File: config.mk
export PLATFORM = sky130hd
export DESIGN_NAME = wptr_full_ctrl
export DESIGN_NICKNAME = d
export VERILOG_FILES = /design/src/rtl/wptr_full_ctrl.sv
export SDC_FILE = /design/constraint.sdc
export NUM_CORES = 1
export LEC_CHECK = 0
export ABC_CLOCK_PERIOD_IN_PS = 4400
export CORE_MARGIN = 2
export CORE_UTILIZATION = 45
export DETAILED_ROUTE_END_ITERATION = 12
export PLACE_DENSITY = 0.75
export SYNTH_ARGS = -nofsm -noshare
export SYNTH_HDL_FRONTEND = slang
export SYNTH_SLANG_ARGS = --single-unit
File: constraint.sdc
create_clock -name clk -period 4.4 [get_ports clk]
set_input_delay 1.1 -clock clk [delete_from_list [all_inputs] [get_ports clk]]
set_output_delay 1.1 -clock clk [all_outputs]
set_load 0.005 [all_outputs]
File: src/rtl/wptr_full_ctrl.sv
// Write-side pointer controller for the clock-domain-crossing FIFO.
// Keeps the binary write address and publishes a registered Gray write pointer
// for the read-domain synchronizer. Derives registered full and almost-full
// flags from the synchronized Gray read pointer.
// Optional feature macro: WPTR_OVF_CNT_EN adds the saturating ovf_cnt port,
// which counts write attempts rejected because the FIFO was full.
module wptr_full_ctrl #(
  parameter int unsigned ADDR_W   = 4,
  parameter int unsigned AFULL_TH = 2
) (
  input  logic              clk,
  input  logic              rst,
  input  logic              wr_req,
  output logic              wr_ack,
  output logic [ADDR_W-1:0] waddr,
  output logic [ADDR_W:0]   wptr,
  input  logic [ADDR_W:0]   rptr_sync,
  output logic              full,
  output logic              afull
`ifdef WPTR_OVF_CNT_EN
  ,
  output logic [7:0]        ovf_cnt
`endif
);

  localparam int unsigned PW    = ADDR_W + 1;
  localparam int unsigned DEPTH = 1 << ADDR_W;
  // Occupancy at or above this level raises afull.
  localparam logic [PW-1:0] AfullLevel = PW'(DEPTH - AFULL_TH);

  logic [PW-1:0] wbin_q, wbin_d;
  logic [PW-1:0] wgray_q, wgray_d;
  logic          full_q, full_d;
  logic          afull_q, afull_d;
  logic [PW-1:0] rbin;
  logic [PW-1:0] used;
  logic [PW-1:0] rptr_full_pat;

  // Requests arriving during reset are never acknowledged.
  assign wr_ack = wr_req & ~full_q & ~rst;

  assign waddr = wbin_q[ADDR_W-1:0];
  assign wptr  = wgray_q;
  assign full  = full_q;
  assign afull = afull_q;

  // Next pointer values and flags; flags look at the post-write pointer and
  // the current synchronized read pointer together.
  always_comb begin
    wbin_d  = wbin_q + PW'(wr_ack);
    wgray_d = (wbin_d >> 1) ^ wbin_d;

    rbin         = '0;
    rbin[PW-1]   = rptr_sync[PW-1];
    for (int i = PW - 2; i >= 0; i--) begin
      rbin[i] = rbin[i+1] ^ rptr_sync[i];
    end

    used = wbin_d - rbin;

    // Full when the write pointer has lapped the read pointer exactly once:
    // in Gray form the two MSBs differ and the remaining bits match.
    rptr_full_pat = {~rptr_sync[PW-1:PW-2], rptr_sync[PW-3:0]};
    full_d        = (wgray_d == rptr_full_pat);
    afull_d       = (used >= AfullLevel);
  end

  // Pointer and flag registers.
  always_ff @(posedge clk) begin
    if (rst) begin
      wbin_q  <= '0;
      wgray_q <= '0;
      full_q  <= 1'b0;
      afull_q <= 1'b0;
    end else begin
      wbin_q  <= wbin_d;
      wgray_q <= wgray_d;
      full_q  <= full_d;
      afull_q <= afull_d;
    end
  end

`ifdef WPTR_OVF_CNT_EN
  logic [7:0] ovf_cnt_q;

  assign ovf_cnt = ovf_cnt_q;

  // Saturating count of write attempts made while full.
  always_ff @(posedge clk) begin
    if (rst) begin
      ovf_cnt_q <= '0;
    end else if (wr_req && full_q && (ovf_cnt_q != 8'hff)) begin
      ovf_cnt_q <= ovf_cnt_q + 8'd1;
    end
  end
`endif

endmodule

Word-level counts from Yosys, hierarchy flattened
Index checks and enable logic that the tools add are counted.
{"block": "totals", "output_inout_bits": 12, "ff_bits": 12}
{"block": "op_classes", "addsub": 2, "magnitude_cmp": 1, "bitwise": 10, "eq_ne": 1}
{"cell": "adder 5 x 1 -> 5 bit", "count": 1}
{"cell": "== test 5 bit", "count": 1}
{"cell": "greater-or-equal comparator 5 x 4 -> 1 bit, second input constant", "count": 1}
{"cell": "subtractor 5 bit", "count": 1}
{"cell": "bitwise XOR 4 x 5 -> 5 bit", "count": 1}
{"cell": "bitwise XOR 1 bit", "count": 4}
{"cell": "bitwise AND 1 bit", "count": 2}
{"cell": "NOT 1 bit", "count": 2}
{"cell": "NOT 2 bit", "count": 1}

Longest topological paths before layout
{"block": "logic_depth", "depth_word": 6, "mapped_depth": 11, "ltp_nobuf": 10}

Worst setup path after synthesis
Ideal clock, no wire load.
{"block": "synth_path", "kind": "input -> register", "from": "in rst", "to": "reg afull_q (netlist: afull)", "stages": 10, "t_arrival_ns": 3.744, "path_slack_ns": 0.522, "path_buffers": 1, "setup_time_ns": 0.134, "cell_sequence": "clkbuf_1 > nor3b_1 > ha_1 > ha_1 > inv_1 > fa_1 > or4b_1 > nand3_1 > nor3_1 > or4b_1"}
{"block": "synth_between", "elab_chain_cells": 5}
{"item": "start, declared", "line_no": "12", "text": "input logic rst,"}
{"item": "NOT 1 bit", "line_no": "40", "text": "assign wr_ack = wr_req & ~full_q & ~rst;"}
{"item": "bitwise AND 1 bit", "line_no": "40"}
{"item": "via wr_ack", "line_no": "14", "text": "output logic wr_ack,"}
{"item": "adder 5 x 1 -> 5 bit", "line_no": "50", "text": "wbin_d = wbin_q + PW'(wr_ack);"}
{"item": "via wbin_d[1]", "line_no": "31", "text": "logic [PW-1:0] wbin_q, wbin_d;"}
{"item": "subtractor 5 bit", "line_no": "59", "text": "used = wbin_d - rbin;"}
{"item": "greater-or-equal comparator 5 x 4 -> 1 bit", "line_no": "65", "text": "afull_d = (used >= AfullLevel);"}
{"item": "end signal, assigned", "line_no": "79", "text": "afull_q <= afull_d;"}
{"item": "end, declared", "line_no": "34", "text": "logic afull_q, afull_d;"}
The timed path passes the listed nets, and every way through them passes these cells.
A chain may end at the register's enable or synchronous reset.

Worst setup path after layout
{"block": "layout_path", "from": "in rptr_sync[2]", "to": "reg afull_q (netlist: afull)"}
{"block": "layout_between", "elab_chain_cells": 5}
{"item": "start, declared", "line_no": "17", "text": "input logic [ADDR_W:0] rptr_sync,"}
{"item": "bitwise XOR 1 bit *", "line_no": "56", "text": "rbin[i] = rbin[i+1] ^ rptr_sync[i];"}
{"item": "bitwise XOR 1 bit (2 in a row)", "line_no": "56"}
{"item": "subtractor 5 bit *", "line_no": "59"}
{"item": "greater-or-equal comparator 5 x 4 -> 1 bit *", "line_no": "65"}
Mark *: on every way between the ends. The rest lies on a longest branch, timed or not.

==> impl_results.md <==
- Status: complete, no violations
- Setup violations, final: 0
- Root Buffer: clkbuf_4
- Startpoint types: input pin
- # IOs: 20
- Final Hold Viols: 0
- GRT Util Overall: 17.3%
- Max-slew headroom: 66.0%
- Die W: 43.4 um
- Worst path cell trace: clkdlybuf4s50_1, xnor3_2, xor2_1, xnor2_1, ha_1, fa_1, or4b_1, nand3_1, nor3_1, or4b_1
- Drt drc: 0
- DIE AREA: 1880 um2
- Gr ovfl total: 0
- Num rows: 14
- Worst Path Class, Setup: in -> reg
- Max FO, Critical Path: 3
- Period utilization: 92.1%
- Routed wire length: 1.36 mm
- Synth top area cells: dfxtp_1, xnor2_1, ha_1, nor2_1, xor2_1
- Switching pwr: 0.0729 mW
- Vias: 579
- N_diodes: 0
- Post-CTS setup buffer count: 0
- Clock latency on the worst-skew pair: 0.27 ns
- Routed length per instance: 11.7 um
- Fraction of layout cells with a size suffix above 1: 10.0%
- Critical path's slowest cell: or4b_1
- Logic pwr share: 33.4%
- Initial Util: 47.4%
- Number of buffers created by CTS: 3
- Max-slew violation count: 0
- Hold_ws: 0.628 ns
- HP Class: reg -> reg
- Yosys warns: 0
- CP Data Arrival Time: 4.20 ns
- Clk buf depth: 2
- Achievable Freq: 0.247 GHz
- CP most frequent cell: or4b_1
- CP endpoint kind: flop
- Sequential share of power: 40.6%
- Vias in the first global route: 559
- Pre-Repair DR Iteration Count: 3
- Final setup TNS: 0 ns
- Seq cells post-synth: 11
- Clock Power Share: 26.0%
- Slowest stage delay, CP: 0.53 ns
- Nets: 116
- Tot Pwr: 0.261 mW
- Layout Skew: 0.00334 ns
- Leak: 0.419 nW
- RSZ-0062 raised after global routing: false
- GP Congestion: 0.747
- Antenna violations before repair: 0
- CTS resizes: 0
- Synthesized Nets: 88
- Largest net degree at the start of global routing: 15
- Synth top area share: 31.5%
- Place WS: 0.0582 ns
- Post-layout min period: 4.05 ns
- Post-DP HPWL: 1.14 mm
- Number of DRC markers in iteration 0: 3
- Hold Buf Count CTS: 0
- Peak supply drop: 130 uV
- PwrDens: 270 nW/um2
- Syn Area/Cell: 9.56 um2
- First-pass GRT wire length: 2.30 mm
- Setup ws final: 0.346 ns
- Sw frac: 27.9%
- # H-tree levels: 1
- Core area: 1470 um2
- CTS clk-pin slew, worst paths: 0.06 ns
- Synth-to-Final Area Change: 38.7%
- Clock Sinks: 11
- Unique masters post-synth: 24
- DRT antenna net count: 0
- IO buf count: 19
- Max Cap Viol: 0
- Commonest non-fill, non-tap cell in the layout: clkdlybuf4s50_1
- Cell taking the most area after synthesis: dfxtp_1
- Vias/cell: 4.99
- Internal power: 0.188 mW
- Actual slew at the worst max-slew pin: 0.507 ns
- Most frequent cells in the layout: clkdlybuf4s50_1, nor2_1, dfxtp_1
- Post-Syn Instances: 73
- CTS tree: built
- Post-synthesis sequential area ratio: 31.5%
- CP required: 4.54 ns
- Die span in y: 43.4 um
- Mapped Area: 698 um2
-- final cells by class --
class,count,area (um2)
Tap cell,16,20.0
Inverter,5,18.8
Clock buffer,4,26.3
Fill cell,129,503
Multi-Input combinational cell,56,455
Sequential cell,11,220
Timing Repair Buffer,24,228
-- synth_stat cells --
master and count:
a21oi_1 1, nor2_1 12, nor3b_1 1, fa_1 1, or3_1 1, or4b_1 2
inv_1 5, ha_1 6, xnor2_1 10, mux2i_1 1, a2111oi_0 1, nand3_1 4
nand4b_1 2, and3b_1 1, nor2b_1 1, nor4b_1 1, a221oi_1 1, dfxtp_1 11
xor2_1 5, clkbuf_1 1, and2_1 1, xnor2_2 1, xnor3_2 1, nor3_1 2
-- flip-flops by register name, summed over array words and instances (netlist names) --
signal and count:
afull 1, full 1, wbin_q 5, wptr 4
-- power by group through the flow --
stage	sequential, mW	combinational [mW]	clock, mW
floorplan	0.109	0.0509	0
global placement	0.108	0.0836	0
detailed placement	0.108	0.0874	0
CTS	0.106	0.0876	0.0700
global route	0.107	0.0968	0.0739
finish	0.106	0.0872	0.0679
-- layer usage --
metal | part of all wire, % | global-route usage (%) | up-vias
met5 | 0 | 0 | -
met4 | 3.0 | 10.9 | 0
met3 | 3.8 | 3.75 | 5
met2 | 47 | 28.4 | 17
met1 | 46 | 20.6 | 256
li1 | - | - | 301
-- critical path, delay by kind of cell --
kind | cells | cell delay [ns]
buffers and inverters | 1 | 0.50
adder cells (fa/ha/maj) | 2 | 0.66
AND/OR/NAND/NOR | 4 | 1.17
XOR/XNOR | 3 | 0.77
-- stage by stage --
step	instance area, um2	utilization [%]	instances
2_1_floorplan	698	-	73
3_3_place_gp	942	64.0	112
3_5_place_dp	942	64.0	112
4_1_cts	968	65.8	116
5_1_grt	968	65.8	116
6_report	968	65.8	116
-- cell families (layout without fill, tap and decap cells) --
family                   after synthesis  count (layout)  synth area share [%]
AO/OA/AOI/OAI                          3               3                  3.23
XOR/XNOR                              17              17                  24.6
adder cells (fa/ha/maj)                7               7                  13.6
buffers and inverters                  6              33                  3.23
flip-flops                            11              11                  31.5
multiplexers                           1               1                  1.43
AND/OR/NAND/NOR                       28              28                  22.4
-- final timing paths --
kind                                           start              endpoint  slack [ns]  cells after the start
worst max-delay path                    rptr_sync[2]      afull$_SDFF_PP0_        0.35                     10
worst min-delay path            wbin_q[4]$_SDFF_PP0_  wbin_q[4]$_SDFF_PP0_        0.63                      2
worst max register to register       full$_SDFF_PP0_      afull$_SDFF_PP0_        1.56                      9
worst min register to register  wbin_q[4]$_SDFF_PP0_  wbin_q[4]$_SDFF_PP0_        0.63                      2
Power figures use the tool's default switching activity.
